$ cat src/rtl/sipo_deserializer_if.sv
// sipo_deserializer_if: serial-in/parallel-out bus; master drives serial/control inputs, slave drives word, valid, busy, count and overrun
interface sipo_deserializer_if #(parameter int WIDTH = 4);
  logic                       Serial_In;
  logic                       Serial_Valid;
  logic                       Frame_Abort;
  logic                       Parallel_Ready;
  logic                       Clr_Overrun;
  logic [WIDTH-1:0]           Parallel_Out;
  logic                       Parallel_Valid;
  logic                       Busy;
  logic [$clog2(WIDTH)-1:0]   Bit_Count;
  logic                       Overrun;
  modport master (
    output Serial_In, Serial_Valid, Frame_Abort, Parallel_Ready, Clr_Overrun,
    input  Parallel_Out, Parallel_Valid, Busy, Bit_Count, Overrun
  );
  modport slave (
    input  Serial_In, Serial_Valid, Frame_Abort, Parallel_Ready, Clr_Overrun,
    output Parallel_Out, Parallel_Valid, Busy, Bit_Count, Overrun
  );
endinterface

$ cat src/rtl/sipo_deserializer.sv
// sipo_deserializer: MSB-first serial-to-parallel assembler with one-word valid/ready output register and sticky overrun; ports Clk, Rst_l (sync active-low), bus (slave)
module sipo_deserializer #(
  parameter int WIDTH = 4
) (
  input logic                 Clk,
  input logic                 Rst_l,
  sipo_deserializer_if.slave  bus
);
  localparam int CW = $clog2(WIDTH);
  localparam logic [0:0] IDLE  = 1'b0;
  localparam logic [0:0] SHIFT = 1'b1;
  logic [WIDTH-1:0] shift_q, shift_d, out_q, out_d, word;
  logic [CW-1:0]    cnt_q, cnt_d;
  logic [0:0]       state_q, state_d;
  logic             valid_q, valid_d, ovr_q, ovr_d;
  logic             accept, done, drain, load;
  always_comb begin
    accept  = bus.Serial_Valid & ~bus.Frame_Abort;
    done    = accept & (cnt_q == CW'(WIDTH - 1));
    drain   = valid_q & bus.Parallel_Ready;
    load    = done & (~valid_q | drain);
    word    = {shift_q[WIDTH-2:0], bus.Serial_In};
    shift_d = bus.Frame_Abort ? '0 : accept ? word : shift_q;
    cnt_d   = (bus.Frame_Abort | done) ? '0 : accept ? cnt_q + 1'b1 : cnt_q;
    state_d = (cnt_d != '0) ? SHIFT : IDLE;
    out_d   = load ? word : out_q;
    valid_d = load | (valid_q & ~drain);
    ovr_d   = (done & valid_q & ~drain) | (ovr_q & ~bus.Clr_Overrun);
  end
  always_ff @(posedge Clk) begin
    if (!Rst_l) begin
      shift_q <= '0;
      cnt_q   <= '0;
      state_q <= IDLE;
      out_q   <= '0;
      valid_q <= 1'b0;
      ovr_q   <= 1'b0;
    end else begin
      shift_q <= shift_d;
      cnt_q   <= cnt_d;
      state_q <= state_d;
      out_q   <= out_d;
      valid_q <= valid_d;
      ovr_q   <= ovr_d;
    end
  end
  assign bus.Parallel_Out   = out_q;
  assign bus.Parallel_Valid = valid_q;
  assign bus.Busy           = (state_q == SHIFT);
  assign bus.Bit_Count      = cnt_q;
  assign bus.Overrun        = ovr_q;
endmodule

$ cat src/flat_wrapper.sv
// flat-port wrapper written by rule: the top's interface ports become plain ports
module sipo_deserializer_flat 
#(
  parameter int WIDTH = 4
)
  (Clk, Rst_l, bus_Serial_In, bus_Serial_Valid, bus_Frame_Abort, bus_Parallel_Ready, bus_Clr_Overrun, bus_Parallel_Out, bus_Parallel_Valid, bus_Busy, bus_Bit_Count, bus_Overrun);
  sipo_deserializer_if #(.WIDTH(WIDTH)) bus_i ();
  input logic Clk;
  input logic Rst_l;
  input wire logic [$bits(bus_i.Serial_In)-1:0] bus_Serial_In;
  input wire logic [$bits(bus_i.Serial_Valid)-1:0] bus_Serial_Valid;
  input wire logic [$bits(bus_i.Frame_Abort)-1:0] bus_Frame_Abort;
  input wire logic [$bits(bus_i.Parallel_Ready)-1:0] bus_Parallel_Ready;
  input wire logic [$bits(bus_i.Clr_Overrun)-1:0] bus_Clr_Overrun;
  output wire logic [$bits(bus_i.Parallel_Out)-1:0] bus_Parallel_Out;
  output wire logic [$bits(bus_i.Parallel_Valid)-1:0] bus_Parallel_Valid;
  output wire logic [$bits(bus_i.Busy)-1:0] bus_Busy;
  output wire logic [$bits(bus_i.Bit_Count)-1:0] bus_Bit_Count;
  output wire logic [$bits(bus_i.Overrun)-1:0] bus_Overrun;
  assign bus_i.Serial_In = bus_Serial_In;
  assign bus_i.Serial_Valid = bus_Serial_Valid;
  assign bus_i.Frame_Abort = bus_Frame_Abort;
  assign bus_i.Parallel_Ready = bus_Parallel_Ready;
  assign bus_i.Clr_Overrun = bus_Clr_Overrun;
  assign bus_Parallel_Out = bus_i.Parallel_Out;
  assign bus_Parallel_Valid = bus_i.Parallel_Valid;
  assign bus_Busy = bus_i.Busy;
  assign bus_Bit_Count = bus_i.Bit_Count;
  assign bus_Overrun = bus_i.Overrun;
  sipo_deserializer #(.WIDTH(WIDTH)) u_core (.Clk(Clk), .Rst_l(Rst_l), .bus(bus_i));
endmodule
$ cat config.mk
export PLATFORM = sky130hd
export DESIGN_NAME = sipo_deserializer_flat
export DESIGN_NICKNAME = d
export VERILOG_FILES = /design/src/rtl/sipo_deserializer_if.sv /design/src/rtl/sipo_deserializer.sv /design/src/flat_wrapper.sv
export SDC_FILE = /design/constraint.sdc
export NUM_CORES = 1
export LEC_CHECK = 0
export CORE_MARGIN = 2
export CORE_UTILIZATION = 38
export CTS_BUF_LIST = sky130_fd_sc_hd__clkbuf_4 sky130_fd_sc_hd__clkbuf_8 sky130_fd_sc_hd__clkbuf_16
export DETAILED_ROUTE_END_ITERATION = 7
export HOLD_SLACK_MARGIN = 0.02
export PLACE_DENSITY_LB_ADDON = 0.05
export SETUP_SLACK_MARGIN = 0.5
export SYNTH_ARGS = -nofsm -noshare
export SYNTH_HDL_FRONTEND = slang
export SYNTH_SLANG_ARGS = --single-unit
$ cat constraint.sdc
create_clock -name Clk -period 1.4 [get_ports Clk]
set_clock_uncertainty 0.2 [all_clocks]
set_input_delay 0.14 -clock Clk [delete_from_list [all_inputs] [get_ports Clk]]
set_output_delay 0.14 -clock Clk [all_outputs]
set_load 0.05 [all_outputs]
==> results of run 1 <==
[per-stage QoR]
step           worst slack, ns  hold slack, ns  instances  utilization
2_1_floorplan           0.0325          0.0822         51            -
3_3_place_gp            -0.110           0.265         84        0.647
3_5_place_dp            -0.152           0.273         84        0.647
4_1_cts                 0.0929           0.186         93        0.703
5_1_grt                0.00497          0.0929         97        0.754
6_report                0.0547          0.0858         97        0.754
[repair_timing]
| item | in CTS | in global routing |
|---|---|---|
| resized for setup | 8 | 11 |
| buffers inserted | 5 | 4 |
| pin swaps | 1 | 5 |
| hold buffers | 0 | 0 |
| endpoints found under the setup margin | 21 | 21 |
[logic make-up after synthesis]
logic type,Yosys count,synth area share
flops,12,0.478
buf+inv,5,0.0522
xor+xnor,1,0.0174
compound gates,4,0.0597
mux,8,0.159
fa+ha+maj,1,0.0249
simple gates,20,0.209
[sequential cells by signal (all words and copies together), names as in the netlist]
name and count:
u_core.bus.Parallel_Out 4, u_core.shift_q 3, u_core.bus.Bit_Count 2, u_core.bus.Busy 1, u_core.bus.Overrun 1, u_core.bus.Parallel_Valid 1
[where the power goes]
part | total [mW] | internal (mW) | leakage, nW | switching [mW]
Sequential | 0.345 | 0.342 | 0.102 | 0.00308
Clock | 0.234 | 0.129 | 0.0184 | 0.105
Combinational | 0.0851 | 0.0481 | 0.281 | 0.0370
Total | 0.664 | 0.519 | 0.402 | 0.145
[worst max-delay path, cell delays in order (launching register included)]
cell and delay, ns:
dfxtp_4 0.36, buf_4 0.13, buf_6 0.12, buf_12 0.14
[how the worst max path moves through the flow]
stage | startpoint | to | cells past startpoint
after floorplan | u_core.bus.Bit_Count[0] | u_core.bus.Parallel_Out[0] | 5
after global placement | bus_Serial_Valid | u_core.bus.Parallel_Out[3] | 5
after CTS | u_core.bus.Bit_Count[1] | u_core.bus.Parallel_Out[3] | 5
after global routing | u_core.bus.Bit_Count[1] | u_core.bus.Parallel_Out[1] | 5
final | u_core.bus.Bit_Count[1] | bus_Bit_Count[1] | 3
after detailed placement | bus_Serial_Valid | u_core.bus.Parallel_Out[1] | 5
[per-layer routing]
layer	part of all wire	GRT usage	wire length (um)	vias up
met5	0	0	0	-
met4	0	0.0750	0	0
met3	0.041	0.0333	43	0
met2	0.54	0.226	569	10
met1	0.42	0.176	446	200
li1	-	-	-	229
[layout make-up]
class	count	area (sq um)	area share
flip-flops and latches	12	256	0.268
inverters	2	7.51	0.00784
multi-input cells	34	290	0.303
well taps	15	18.8	0.0196
clock buffers	4	30.0	0.0314
repair buffers	30	354	0.370
[cell usage in the layout, fill, tap and decap left out, drive strengths merged]
cell / synthesis / layout
and2: 1 / 1
xnor2: 1 / 1
o22ai: 1 / 1
clkdlybuf4s50: 0 / 3
dlygate4sd2: 0 / 1
clkdlybuf4s15: 0 / 1
nor3: 1 / 1
nand3b: 1 / 1
nand2: 8 / 8
and2b: 1 / 1
a21boi: 1 / 1
a21o: 1 / 1
nor2: 5 / 5
clkbuf: 1 / 5
mux2i: 8 / 8
nand2b: 2 / 2
a311oi: 1 / 1
ha: 1 / 1
buf: 2 / 24
inv: 2 / 2
nor2b: 1 / 1
dfxtp: 12 / 12
==> impl_metrics.ini, run 1 <==
[grt]
grt.overflow.total = 0
grt_use_total = 0.143
grt_pass1_wl_um = 1500
antenna_found_initial = 0
grt_pass1_vias = 360
grt_max_degree = 11

[setup_path]
worstPathMaxFanout = 3
crit_type = reg2out
cp_data_arrival_time_ns = 1.01
start_kind = register
reg2regPathDepth = 5
rrSetupSlack_ns = 0.08
rr_startpoint = u_core.bus.Bit_Count[1]
required_ns = 1.06
r2r_end = u_core.bus.Parallel_Out[1]
end_kind = output pin

[timing]
fmax_mhz = 743
tightest_slew_ns = 0.154
slew_viol_final = 0
timing.final.crit_share = 0.961
hold_violations = 0
setup_viol = 0
slew_headroom = 0.895
period_minus_slack_ns = 1.35
setup-tns-final_ns = 0
rsz0062_at_grt = true

[synth]
synth_nets = 59
syn_inst = 51
async_flop_share = 0
synth_common_cells = dfxtp_1, mux2i_1, nand2_1, nor2_1
synth_top_area_cell = dfxtp_1
seq_area_frac_synth = 0.478
postSynthAreaPerCell_sq_um = 9.86
synth_warnings = 0
synthMostInstantiatedCell = dfxtp_1
synth_edf_count = 0
synth_cell_types = 19
synth_area_sq_um = 503
ys_ff_latch = 12
synth_top_area_share = 0.478
synth_area_leaders = dfxtp_1, mux2i_1, nand2_1
synthFlopType = dfxtp_1

[place]
portBuffers = 15
postPlaceCellArea_sq_um = 821
place_congestion = 0.619
dpl.hpwl_um = 719

[clocking]
cts_tree = done
clk_pin_slew_ns = 0.08
clk_path_buf_depth = 2
htree_num_levels = 1
clkLatencyLatePin_ns = 0.26
cts_buffers = 3
clock-sinks = 12
ctsRootBufferMaster = clkbuf_4

[status]
status = finished clean

[run]
max_cap_violations = 0

[hold_path]
holdCritPathClass = in2reg
holdPathStages = 3
min_from = bus_Serial_Valid
whs_endpoint = u_core.bus.Bit_Count[0]

[power_and_ir_drop]
power_mw = 0.664
cellPowerDensity_nw_per_um2 = 694
cellLeakagePower_nw = 0.402
ir_drop_uv = 486

[routing]
drt_iter0_drc = 4
dr_total_vias = 439
drt_first_pass_iters = 2
avgViaCountPerCell = 4.53
post_drt_wl_per_cell_um = 10.9
drc_errors = 0
ant_nets = 0
drt-total-wl_um = 1060

[floorplanning]
dieArea_sq_um = 1630
ios = 16
rows = 13
die-width_um = 40.4
start_util = 0.396
core_sq_um = 1270
die_h_um = 40.4

[finish]
postLayoutCellArea_sq_um = 957
drive_above_1_share = 0.573
area_growth_pct = 90.3
diodes = 0
fillCellCount = 92
layout.nets = 91
Note: power is estimated with default switching activity, not from simulation.
==> run 2, diff against run 1 <==
--- a/config.mk
+++ b/config.mk
@@ -5,6 +5,7 @@
 export SDC_FILE = /design/constraint.sdc
 export NUM_CORES = 1
 export LEC_CHECK = 0
+export ABC_CLOCK_PERIOD_IN_PS = 1400
 export CORE_MARGIN = 2
 export CORE_UTILIZATION = 38
 export CTS_BUF_LIST = sky130_fd_sc_hd__clkbuf_4 sky130_fd_sc_hd__clkbuf_8 sky130_fd_sc_hd__clkbuf_16
==> results of run 2 <==
Final layout, timing and power as in run 1 (identical DEF).
==> run 3, diff against run 2 <==
--- a/config.mk
+++ b/config.mk
@@ -13,6 +13,7 @@
 export HOLD_SLACK_MARGIN = 0.02
 export PLACE_DENSITY_LB_ADDON = 0.05
 export SETUP_SLACK_MARGIN = 0.5
+export SKIP_CTS_REPAIR_TIMING = 1
 export SYNTH_ARGS = -nofsm -noshare
 export SYNTH_HDL_FRONTEND = slang
 export SYNTH_SLANG_ARGS = --single-unit
==> run 3 against run 2 <==
Effect of this change: utilization decreased by 5.1 points; sequential power about the same; combinational power decreased by 11%; hold slack improved by 0.19 ns; critical path depth increased by 2; sequential cell count unchanged; non-clock buffer count decreased by 6; critical path type is now reg2reg; critical endpoint is now u_core.bus.Parallel_Out[1]; highest routed layer is now met4.
==> impl_metrics.ini, run 3 (synthesis gave the netlist of run 1 again) <==
[hold_path]
holdPathStages = 2
holdCritPathClass = reg2reg

[power_and_ir_drop]
ir_drop_uv = 454
power_mw = 0.666
cellLeakagePower_nw = 0.368
cellPowerDensity_nw_per_um2 = 746

[grt]
grt_pass1_vias = 329
antenna_found_initial = 0
grt_pass1_wl_um = 1330
grt.overflow.total = 0
grt_use_total = 0.127
grt_max_degree = 11

[setup_path]
required_ns = 1.40
cp_data_arrival_time_ns = 1.34
start_kind = register
rrSetupSlack_ns = 0.05
reg2regPathDepth = 5
rr_startpoint = u_core.bus.Bit_Count[0]
critPathLaunch = u_core.bus.Bit_Count[0]
crit_type = reg2reg
crit_end = u_core.bus.Parallel_Out[1]
r2r_end = u_core.bus.Parallel_Out[1]
end_kind = register
worstPathMaxFanout = 5

[timing]
rsz0062_at_grt = true
slew_headroom = 0.849
hold_violations = 0
timing.final.crit_share = 0.962
setup_viol = 0
period_minus_slack_ns = 1.35
hold_slack_ns = 0.272
slew_viol_final = 0
tightest_slew_ns = 0.224
fmax_mhz = 743

[finish]
area_growth_pct = 77.4
final_cell_mix = buf_12, mux2i_1, nand2_1, buf_4
drive_above_1_share = 0.461
fillCellCount = 100
utilization = 0.703
postLayoutCellArea_sq_um = 892
seqCellArea_sq_um = 255
largest_reg_flops = 4
final_cells = 91
diodes = 0
layout_commonest_cell = buf_12
multiInputGateArea_sq_um = 265
layout.nets = 85

[routing]
drt_first_pass_iters = 2
ant_nets = 0
avgViaCountPerCell = 4.64
drc_errors = 0
drt_iter0_drc = 1
dr_total_vias = 422
drt-total-wl_um = 951
post_drt_wl_per_cell_um = 10.5

[floorplanning]
rows = 13
ios = 16
dieArea_sq_um = 1630
start_util = 0.396
die-width_um = 40.4
die_h_um = 40.4
core_sq_um = 1270

[place]
dpl.cell_count = 84
dpl.hpwl_um = 719
portBuffers = 15
place_congestion = 0.619
postPlaceCellArea_sq_um = 821

[clocking]
clkLatencyLatePin_ns = 0.28
clock-sinks = 12
ctsRootBufferMaster = clkbuf_4
clk_path_buf_depth = 2
cts_buffers = 3
htree_num_levels = 1
clk_pin_slew_ns = 0.08
cts_tree = done

[status]
status = finished clean

[run]
max_cap_violations = 0
[run 3: per-layer routing]
layer	routed length (um)	GRT usage	up-vias	part of all wire
met4	17	0.0750	0	0.018
met2	470	0.194	13	0.49
met5	0	0	-	0
met1	412	0.156	190	0.43
li1	-	-	217	-
met3	50	0.0333	2	0.053
[run 3: layout make-up]
class | instances | share of cell area
Timing Repair Buffer | 24 | 0.353
Multi-Input combinational cell | 34 | 0.297
Sequential cell | 12 | 0.286
Inverter | 2 | 0.00842
Tap cell | 15 | 0.0210
Clock buffer | 4 | 0.0337
[run 3: how the worst min path moves through the flow]
stage	from	end
floorplan	bus_Serial_In	u_core.bus.Parallel_Out[0]
global placement	u_core.shift_q[2]	u_core.bus.Parallel_Out[3]
detailed placement	u_core.shift_q[2]	u_core.bus.Parallel_Out[3]
CTS	bus_Serial_In	u_core.bus.Parallel_Out[0]
global route	u_core.shift_q[2]	u_core.bus.Parallel_Out[3]
finish	u_core.shift_q[2]	u_core.bus.Parallel_Out[3]
[run 3: stage by stage]
step | setup slack (ns) | setup TNS [ns]
after floorplan | 0.0325 | 0
after global placement | -0.110 | -0.619
after detailed placement | -0.152 | -0.899
after CTS | 0.0397 | 0
after global routing | -0.00712 | -0.00712
final | 0.0536 | 0
[run 3: worst max-delay path, stage by stage, from the launching register on]
cell and delay, ns:
dfxtp_4 0.40, ha_4 0.15, nand3b_4 0.09, nor2b_4 0.12, buf_6 0.12, mux2i_1 0.20
[run 3: report_power, final]
part / internal (mW) / total (mW) / leakage (nW) / switching (mW)
registers: 0.342 / 0.346 / 0.102 / 0.00455
clock network: 0.130 / 0.244 / 0.0184 / 0.114
logic: 0.0449 / 0.0754 / 0.248 / 0.0305
